**config.mk**
```make
export PLATFORM = sky130hd
export DESIGN_NAME = if_id_queue
export DESIGN_NICKNAME = d
export VERILOG_FILES = /design/src/rtl/if_id_queue_pkg.sv /design/src/rtl/if_id_queue_mem.sv /design/src/rtl/if_id_queue.sv
export SDC_FILE = /design/constraint.sdc
export NUM_CORES = 1
export LEC_CHECK = 0
export CORE_MARGIN = 8
export CORE_UTILIZATION = 43
export CTS_BUF_LIST = sky130_fd_sc_hd__clkbuf_4
export CTS_CLUSTER_SIZE = 28
export DETAILED_ROUTE_END_ITERATION = 6
export PLACE_DENSITY_LB_ADDON = 0.25
export SETUP_SLACK_MARGIN = 0.4
export SYNTH_ARGS = -nofsm -noshare
export SYNTH_HDL_FRONTEND = slang
export SYNTH_SLANG_ARGS = --single-unit
```
**constraint.sdc**
```tcl
create_clock -name clk -period 10.2 [get_ports clk]
set_clock_uncertainty 0.15 [all_clocks]
set_input_delay 2.04 -clock clk [delete_from_list [all_inputs] [get_ports clk]]
set_output_delay 2.04 -clock clk [all_outputs]
set_load 0.05 [all_outputs]
```
**src/rtl/if_id_queue_pkg.sv**
```systemverilog
// Shared constants and the fetch->decode entry bundle.
// Used by the queue top and its storage sub-module.
package if_id_queue_pkg;

  localparam int XLEN = 32;
  localparam logic [XLEN-1:0] NOP_INSTR = 32'h0000_0013;

  typedef struct packed {
    logic [XLEN-1:0] pc;
    logic [XLEN-1:0] instr;
  } if_id_t;

endpackage

```
**src/rtl/if_id_queue_mem.sv**
```systemverilog
// DEPTH x 64-bit entry storage for the IF/ID queue.
// One synchronous write port, one asynchronous read port.
module if_id_queue_mem
  import if_id_queue_pkg::*;
#(
  parameter int DEPTH = 2,
  parameter int AW    = $clog2(DEPTH)
) (
  input  logic          clk,
  input  logic          we,
  input  logic [AW-1:0] waddr,
  input  if_id_t        wdata,
  input  logic [AW-1:0] raddr,
  output if_id_t        rdata
);

  if_id_t mem [DEPTH];

  // write the pushed entry; storage is never reset
  always_ff @(posedge clk) begin
    if (we) mem[waddr] <= wdata;
  end

  assign rdata = mem[raddr];

endmodule

```
**src/rtl/if_id_queue.sv**
```systemverilog
// IF/ID decoupling queue: FIFO of fetched {pc, instruction} pairs.
// Define IF_ID_QUEUE_PERF_EN to add starve_cnt / full_cnt counters.
module if_id_queue
  import if_id_queue_pkg::*;
#(
  parameter int DEPTH = 2
) (
  input  logic                   clk,
  input  logic                   rst,
  input  logic                   in_valid,
  input  logic [31:0]            in_pc,
  input  logic [31:0]            in_instruction,
  output logic                   in_ready,
  input  logic                   flush,
  output logic                   out_valid,
  output logic [31:0]            out_pc,
  output logic [31:0]            out_instruction,
  input  logic                   out_ready,
  output logic [$clog2(DEPTH):0] count
`ifdef IF_ID_QUEUE_PERF_EN
  ,
  output logic [31:0]            starve_cnt,
  output logic [31:0]            full_cnt
`endif
);

  localparam int AW = $clog2(DEPTH);
  localparam logic [AW:0] FULL = (AW+1)'(DEPTH);

  logic [AW-1:0] wr_ptr;
  logic [AW-1:0] rd_ptr;
  logic          push;
  logic          pop;
  if_id_t        wdata;
  if_id_t        rdata;

  assign in_ready  = count < FULL;
  assign out_valid = count != '0;
  assign push      = in_valid & in_ready & ~flush;
  assign pop       = out_valid & out_ready & ~flush;

  assign wdata.pc    = in_pc;
  assign wdata.instr = in_instruction;

  if_id_queue_mem #(
    .DEPTH (DEPTH),
    .AW    (AW)
  ) u_mem (
    .clk   (clk),
    .we    (push),
    .waddr (wr_ptr),
    .wdata (wdata),
    .raddr (rd_ptr),
    .rdata (rdata)
  );

  // pointers wrap naturally since DEPTH is a power of two
  always_ff @(posedge clk) begin
    if (rst || flush) begin
      wr_ptr <= '0;
      rd_ptr <= '0;
      count  <= '0;
    end else begin
      if (push) wr_ptr <= wr_ptr + 1'b1;
      if (pop)  rd_ptr <= rd_ptr + 1'b1;
      unique case ({push, pop})
        2'b10:   count <= count + 1'b1;
        2'b01:   count <= count - 1'b1;
        default: count <= count;
      endcase
    end
  end

  // empty queue presents a bubble to decode
  always_comb begin
    out_pc          = '0;
    out_instruction = NOP_INSTR;
    if (out_valid) begin
      out_pc          = rdata.pc;
      out_instruction = rdata.instr;
    end
  end

`ifdef IF_ID_QUEUE_PERF_EN
  // saturating stall counters, cleared only by reset
  always_ff @(posedge clk) begin
    if (rst) begin
      starve_cnt <= '0;
      full_cnt   <= '0;
    end else begin
      if (out_ready && !out_valid && starve_cnt != '1)
        starve_cnt <= starve_cnt + 1'b1;
      if (in_valid && !in_ready && full_cnt != '1)
        full_cnt <= full_cnt + 1'b1;
    end
  end
`endif

endmodule
```
## Yosys cells after proc, flatten, opt, wreduce, memory -nomap -nowiden

Memories as Yosys holds them, arrays and structs flattened. A register that Yosys moved wholly into a read port is not among the register bits.
Index checks and enable logic that the tools add are counted.

| storage, ports and cells | value |
|---|---|
| register bits after elaboration | 4 |
| memory bits (writable) | 128 |
| bits of input ports | 69 |
| output and inout port bits | 68 |
| logic and storage cells | 26 |
| memories kept | 1 |

Memory list:

| name | depth | width | rd ports | clocked after Yosys merged registers in | wr ports | line | RTL |
|---|---|---|---|---|---|---|---|
| u_mem.mem | 2 | 64 | 1 | 1 | 1 | if_id_queue_mem.sv:17 | `if_id_t mem [DEPTH];` |

| cells by class | value |
|---|---|
| add/sub/neg operators | 4 |
| magnitude comparators | 1 |
| equality and inequality tests | 2 |
| multiplexer cells | 7 |
| bitwise gates (word level) | 5 |
| reductions and logical operators | 3 |

Operators with widths:

| operator | count |
|---|---|
| 32-bit 2-to-1 mux | 2 |
| 1-bit AND | 4 |
| 1-bit 2-to-1 mux | 4 |
| 2-bit case mux with 2 select lines | 1 |
| 2-bit nonzero test | 2 |
| 1-bit adder (second input constant) | 2 |
| 2-bit by 1-bit adder with 2-bit output (second input constant) | 1 |
| 2-bit by 1-bit == test with 1-bit output (second input constant) | 1 |
| 2-bit == test (second input constant) | 1 |
| 2-bit < comparator (second input constant) | 1 |
| 2-bit by 1-bit subtractor with 2-bit output (second input constant) | 1 |
| 1-bit logical OR | 1 |
| 1-bit NOT | 1 |

## Depth between registers and ports, before layout

Gate-level depths: netlist of the first run.

| logic depth | value |
|---|---|
| depth after elaboration | 5 |
| gate-level depth with buffers | 6 |
| mapped depth without buffers | 6 |

## Hierarchy

From an unflattened synthesis of the first run, not the netlist that was laid out.

| unflattened totals | value |
|---|---|
| cells, all modules | 294 |
| area total of the unflattened synthesis | 5564.1 um^2 |

By module, submodules not included:

| module | instances | cells each | area each (um^2) | sequential area each (um^2) |
|---|---|---|---|---|
| if_id_queue_mem | 1 | 201 | 4933.5 | 3843.7 |
| if_id_queue | 1 | 93 | 630.6 | 80.1 |

## Worst setup path before layout of the first run

Ideal clock, no wire load.

| timing path | value |
|---|---|
| kind | input to register |
| start | in in_valid |
| end | mem u_mem.mem[0][0] (netlist name) (enable) |
| setup time | 0.486 ns |
| data arrival time | 5.013 ns |
| data required time | 9.564 ns |
| setup slack | 4.551 ns |
| stages | 3 |
| path buffers | 0 |
| cell sequence | nor2b_1 nand2b_1 nor2_1 |

| on the way | value |
|---|---|
| cells in the longest elaborated chain, start to end | 4 |

Ends and longest elaborated chain:

| what | line | RTL |
|---|---|---|
| from (decl) | if_id_queue.sv:10 | `input logic in_valid,` |
| 1-bit AND (2 in a row) | if_id_queue.sv:39 | `assign push = in_valid & in_ready & ~flush;` |
| 1-bit 2-to-1 mux | if_id_queue_mem.sv:21 | `if (we) mem[waddr] <= wdata;` |
| 1-bit 2-to-1 mux (not written as such) | if_id_queue_mem.sv:21 |  |
| to (decl) | if_id_queue_mem.sv:17 |  |

No other way between the ends.

## Final worst setup path of the first run

| timing path | value |
|---|---|
| start | reg count[1] |
| end | out out_pc[12] |

| on the way | value |
|---|---|
| cells in the longest elaborated chain, start to end | 2 |

Ends and longest elaborated chain:

| what | line | RTL |
|---|---|---|
| from (decl) | if_id_queue.sv:19 | `output logic [$clog2(DEPTH):0] count` |
| from (signal assigned) | if_id_queue.sv:67 | `2'b10: count <= count + 1'b1;` |
| from (signal assigned) | if_id_queue.sv:68 | `2'b01: count <= count - 1'b1;` |
| from (signal assigned) | if_id_queue.sv:69 | `default: count <= count;` |
| 2-bit nonzero test | if_id_queue.sv:38 | `assign out_valid = count != '0;` |
| 32-bit 2-to-1 mux | if_id_queue.sv:78 | `if (out_valid) begin` |
| to (decl) | if_id_queue.sv:16 | `output logic [31:0] out_pc,` |

No other way between the ends.

==> summary.md, run 1 <==
| Metric | Value |
|---|---|
| Avg Inst Size Synth | approximately 17 sq um |
| Pre-CTS WS | approximately 5.4 ns |
| Fin nets | 511 |
| Fin. max-slew vios | 0 |
| Comb power frac | approximately a tenth |
| Power Density | ~160 nW/um^2 |
| Die W | roughly 120 um |
| DRC | 0 |
| Reg2Reg Setup Slack | approximately 7.6 ns |
| Skew-Pair Late Insertion Delay | about 0.49 ns |
| CTS buffer count | 17 |
| Largest net degree at the start of global routing | between 60 and 70 |
| Max Cap Viol | 0 |
| Final WS setup | between 5 and 6 ns |
| Hold_sp | rd_ptr |
| Post-CTS setup buffer count | 0 |
| H-tree levels | 4 |
| Die area | approximately 15000 sq um |
| Sequential share of power | between 50% and 60% |
| Worst-path clk slew | around 0.10 ns |
| Final HPWL DP | 6660 um |
| Sequential area share after synthesis | approximately four fifths |
| Number of global-route vias before repair | about 3100 |
| Hold Crit Class | flip-flop to flip-flop |
| Clock power share | 34.1% |
| Most frequent cells in the layout | clkdlybuf4s50_1, edfxtp_1, mux2i_1 |
| Synth area leader | edfxtp_1 |
| Yosys top cell area share | 76.7% |
| Syn-to-layout area delta | 36.8% |
| Initial Utilization | 43.9% |
| Syn Nets | approximately 370 |
| Status | completed |
| Top-Level Pins | 137 |
| Netlist Area Pre-Place | between 5000 and 6000 sq um |
| Clock Tree Root | clkbuf_4 |
| Yosys cell types | 17 |
| Synth area leaders | edfxtp_1, mux2i_1, nor2_1, dfxtp_1, buf_2 |
| CTS tree | done |
| Slew HR | roughly a quarter |
| CP Capture Type | primary output |
| Cells after Synth | between 200 and 300 |
| Ys flop type | edfxtp_1 |
| Routed wire length | ~10000 um |
| DR pass1 iterations | 4 |
| Sink Count | about 130 |
| Vias/cell | around 4.8 |
| Worst-path fanout max | 33 |
| Async SR Flop Fraction | 0% |
| RSZ-0062 raised after global routing | false |
| Worst r2r src | count[1] |
| Req. time, crit path | 8.01 ns |
| EDFF count, synth | ~130 |
| Min Hold Slack | around 0.43 ns |
| Internal power | ~0.00085 W |
| CTS Hold Bufs | 0 |
| Final setup fails | 0 |
| Avg WL per Cell | roughly 17 um |
| Vias | around 2900 |
| Core area | around 11000 sq um |
| # diodes | 0 |
| Post_cts resized | 0 |
| Maximum clock insertion buffer count | 2 |
| Layout cells sized above 1 | between 7 and 8% |
| Commonest non-fill, non-tap cell in the layout | clkdlybuf4s50_1 |
| Cell Area, Placed | between 6000 and 7000 sq um |
| Final Cycle Share | 49.3% |
| CP arrival | about 2.8 ns |
| Yosys reg bits | between 100 and 150 |
| Critical path class | flip-flop to primary output |
| Tmin final | slightly above 5 ns |
| Switching power of the nets | between 0.0002 and 0.00025 W |
| Yosys Warn Count | 0 |
| Row cnt | 39 |
| Setup TNS | 0 ns |
| RePlAce Congestion | approximately 0.73 |
| Slew @ Worst Pin | ~1.1 ns |
| Total GRT Usage | a little over an eighth |
| Initial antenna violation count | 0 |
| Crit path from | count[1] |
| Port Buffer Count | 136 |
| Fmax | 0.199 GHz |
| Final Instance Area | between 6000 and 7000 sq um |
| Leakage | 2.16 nW |
| ANT nets after route | 0 |
| Final-report hold violation count | 0 |
| Max VDD drop | a little under 0.09 mV |
| Startpoint class of the critical path | flip-flop |
| 1st-iter DRT viols | ~170 |
| Switching Share | between 20% and 30% |
| Die Ht | around 120 um |
| First-pass GRT wire length | about 15000 um |
| Grt total ovfl | 0 |
-- cells in the mapped netlist, types with 2 or more instances --
cell / count
edfxtp_1: 128
nor2_1: 65
mux2i_1: 64
buf_2: 7
clkbuf_1: 6
dfxtp_1: 5
nor3_1: 4
inv_1: 3
nand2_1: 3
o21ai_0: 2
xnor2_1: 2
xor2_1: 2
-- critical path, cell delays in order (launching register included) --
cell and delay [ns]:
dfxtp_1 0.40, nor2_4 0.61, buf_4 0.47, nor2_1 0.13, clkdlybuf4s50_1 0.73
-- cells by family (layout without fill, tap and decap cells) --
group                      Yosys count  count (layout)  synth area share, %
AOI/OAI and AO/OA                    3               3                0.350
DFF                                133             133                 78.7
muxes                               64              64                 12.8
and+or+nand+nor                     75              75                 5.87
adders and majority gates            1               1                0.250
xor gates and xnor gates             4               4                0.699
buffers and inverters               16             174                 1.37
-- layout make-up --
cell class                      instances  area (sq um)
Inverter                                3          11.3
Timing Repair Buffer                  139          1380
Tap cell                              143           179
Clock buffer                           17           128
Fill cell                             903          4560
Multi-Input combinational cell        147          1020
Clock inverter                         15           188
Sequential cell                       133          3950
-- worst paths after layout --
check	end	cells after the start
max	out_pc[12]	4
min	rd_ptr	2
max reg2reg	u_mem.mem[0][53]	4
min reg2reg	rd_ptr	2
-- registers in the layout, summed over array words and instances (netlist names), named ones only --
name	count
rd_ptr	1
count	2
u_mem.mem	128
wr_ptr	1
-- stage by stage --
stage / utilization (%) / power [W] / cells
final: 60.1 / 0.00110 / 597
after global routing: 60.1 / 0.00114 / 597
after CTS: 60.1 / 0.00111 / 597
after detailed placement: 57.3 / 0.000739 / 565
after global placement: 57.3 / 0.000737 / 565
after floorplan: - / 0.000685 / 296
-- per-layer routing --
metal  vias to the layer above  global-route usage, %  share of wire [%]
met3                        14                   6.44                 11
met2                       120                   21.6                 47
met1                      1358                   15.1                 41
li1                       1388                      -                  -
met4                         0                   4.76                1.2
met5                         -                      0                  0
-- power groups by stage --
stage	Combinational (W)	Clock (W)	Sequential (W)
final	0.000104	0.000375	0.000622
after global placement	0.000104	0	0.000634
after global routing	0.000111	0.000407	0.000623
after CTS	0.000105	0.000386	0.000622
after floorplan	0.0000512	0	0.000634
after detailed placement	0.000105	0	0.000634
No activity file was read; power rests on OpenSTA's default activity.
==> run 2: changes to the inputs <==
==> constraint.sdc (replaced) <==
create_clock -name clk -period 4.2 [get_ports clk]
set_clock_uncertainty 0.15 [all_clocks]
set_input_delay 0.84 -clock clk [delete_from_list [all_inputs] [get_ports clk]]
set_output_delay 0.84 -clock clk [all_outputs]
set_load 0.05 [all_outputs]
==> run 2 against run 1 <==
  * Wire length is 4.2% higher
  * Flip-flop and latch count stayed put
  * Count of clock-buffer cells in the layout is 4 higher
  * Critical endpoint is now out_pc[27]
==> summary.md, run 2 (synthesis results as in run 1) <==
| Metric | Value |
|---|---|
| Status | completed |
| Max Cap Viol | 0 (unchanged) |
| Max VDD drop | 0.185 mV (+110%) |
| First-pass GRT wire length | 15700 um (+1.8%) |
| Busiest grt layer | met2 |
| Reg2Reg Setup Slack | 2.22 ns (-5.34 ns) |
| Worst-path fanout max | 28 (-15%) |
| Die area | 15400 sq um (unchanged) |
| Grt total ovfl | 0 (unchanged) |
| Total GRT Usage | 13.7% (+0.36 points) |
| Tmin final | about 3.5 ns |
| RSZ-0062 raised after global routing | false |
| H-tree levels | 4 (unchanged) |
| CP arrival | 2.56 ns (-0.28 ns) |
| Largest net degree at the start of global routing | 65 (unchanged) |
| Row cnt | 39 (unchanged) |
| DR pass1 iterations | 4 (unchanged) |
| Startpoint class of the critical path | flip-flop |
| Skew-Pair Late Insertion Delay | 0.48 ns (about the same) |
| CTS Hold Bufs | 0 (unchanged) |
| Die Ht | 124 um (unchanged) |
| RePlAce Congestion | 0.724 (-0.77%) |
| Die W | 124 um (unchanged) |
| Final-report hold violation count | 0 (unchanged) |
| Clock Tree Root | clkbuf_4 |
| Setup TNS | 0 ns (unchanged) |
| Biggest regs | u_mem.mem: 128 flops, count: 2 flops |
| Largest register FFs | 128 (unchanged) |
| Top-Level Pins | 137 (unchanged) |
| Slew @ Worst Pin | 0.536 ns (-0.580 ns) |
| Maximum clock insertion buffer count | 2 (unchanged) |
| Power Density | 370 nW/um^2 (+130%) |
| Layout cells sized above 1 | 9.17% (+1.2 points) |
| Total chip power | 0.00256 W (+130%) |
| Final Cycle Share | a little over four fifths |
| Slew HR | 64.1% (+39 points) |
| Placed cells | 569 (+0.71%) |
| Port Buffer Count | 136 (unchanged) |
| Fillcell total | 924 (+2.3%) |
| Final setup fails | 0 (unchanged) |
| Final WS setup | 0.655 ns (-4.52 ns) |
| Final HPWL DP | 7100 um (+6.7%) |
| Syn-to-layout area delta | 37.7% |
| Pre-CTS WS | 1.02 ns (-4.40 ns) |
| # diodes | 0 (unchanged) |
| Multi-input logic area | 1020 sq um (unchanged) |
| DRC | 0 (unchanged) |
| Fmax | ~0.28 GHz |
| Leakage | 2.26 nW (+4.7%) |
| Req. time, crit path | 3.21 ns (-4.80 ns) |
| Layout Cells excl Fill | 601 (+0.67%) |
| Fin nets | 516 (+0.98%) |
| Largest Register | u_mem.mem |
| Met1 GRT Util | 15.8% (+0.69 points) |
| Sink Count | 133 (unchanged) |
| Most frequent cells in the layout | clkdlybuf4s50_1, edfxtp_1, mux2i_1 |
| Cell Area, Placed | 6600 sq um (+0.84%) |
| Sequential cell area | 3950 sq um (unchanged) |
| Critical path class | flip-flop to primary output |
| Worst-path clk slew | 0.10 ns (about the same) |
| Hold Crit Class | flip-flop to flip-flop |
| GR Layer Usage met3 | 6.71% (+0.27 points) |
| Final Instance Area | 6900 sq um (+0.64%) |
| ANT nets after route | 0 (unchanged) |
| Initial Utilization | 43.9% (unchanged) |
| Vias | 2900 (+0.69%) |
| Initial antenna violation count | 0 (unchanged) |
| Number of global-route vias before repair | 3118 (+0.26%) |
| M2 GR Usage | 22.1% (+0.47 points) |
| 1st-iter DRT viols | 198 (+16%) |
| CP Capture Type | primary output |
| CTS buffer count | 17 (unchanged) |
| Fin. max-slew vios | 0 (unchanged) |
| CTS tree | done |
| Vias/cell | 4.83 (about the same) |
| Commonest non-fill, non-tap cell in the layout | clkdlybuf4s50_1 |
| Avg WL per Cell | 17.5 um (+3.5%) |
| Routed wire length | 10500 um (+4.2%) |
| Core area | 11400 sq um (unchanged) |
-- run 2: cell count changes in the layout (fill, tap and decap cells not counted), sizes merged --
cell / before / now
clkbuf: 17 / 22
clkdlybuf4s50: 136 / 131
clkinv: 9 / 4
dlymetal6s2s: 0 / 5
buf: 3 / 7
bufinv: 4 / 2
clkinvlp: 2 / 4
-- run 2: layout make-up --
class	count	share of cell area [%]
Multi-Input combinational cell	147	14.8
Sequential cell	133	57.2
Inverter	3	0.163
Tap cell	143	2.59
Clock buffer	21	2.28
Clock inverter	10	1.58
Timing Repair Buffer	144	21.4
-- run 2: worst paths after layout --
kind,startpoint,endpoint,cells after the start
worst max-delay path,count[1],out_pc[27],4
worst min-delay path,rd_ptr,flip-flop,2
worst max register to register,count[1],count[1],5
worst min register to register,rd_ptr,flip-flop,2
-- run 2: per-stage QoR --
step	util, %	hold slack [ns]
6_report	60.5	0.419
2_1_floorplan	-	0.370
4_1_cts	60.1	0.430
3_3_place_gp	57.8	0.394
5_1_grt	60.5	0.463
3_5_place_dp	57.8	0.394
-- run 2: what timing repair did --
| action | in CTS | in global routing |
|---|---|---|
| setup endpoints to repair | 0 | 15 |
| buffers inserted | 0 | 1 |
| resized for setup | 0 | 5 |
| endpoints found under the hold margin | 0 | 0 |
-- run 2: report_power, final --
part | total (W) | leakage [nW] | internal (W) | switching, W
sequential | 0.00151 | 1.22 | 0.00150 | 0.0000108
clock | 0.000790 | 0.139 | 0.000371 | 0.000418
combinational | 0.000260 | 0.906 | 0.000112 | 0.000148
total | 0.00256 | 2.26 | 0.00198 | 0.000577
-- run 2: worst max-delay path: stages (launching register included) --
cell and delay, ns:
dfxtp_1 0.40, nor2_4 0.41, buf_4 0.40, nor2_1 0.13, clkdlybuf4s50_1 0.72
-- run 2: routing by layer --
layer,vias to the layer above,part of all wire [%]
met3,6,9.8
met1,1391,42
met2,106,48
met5,-,0
met4,0,0.61
li1,1397,-
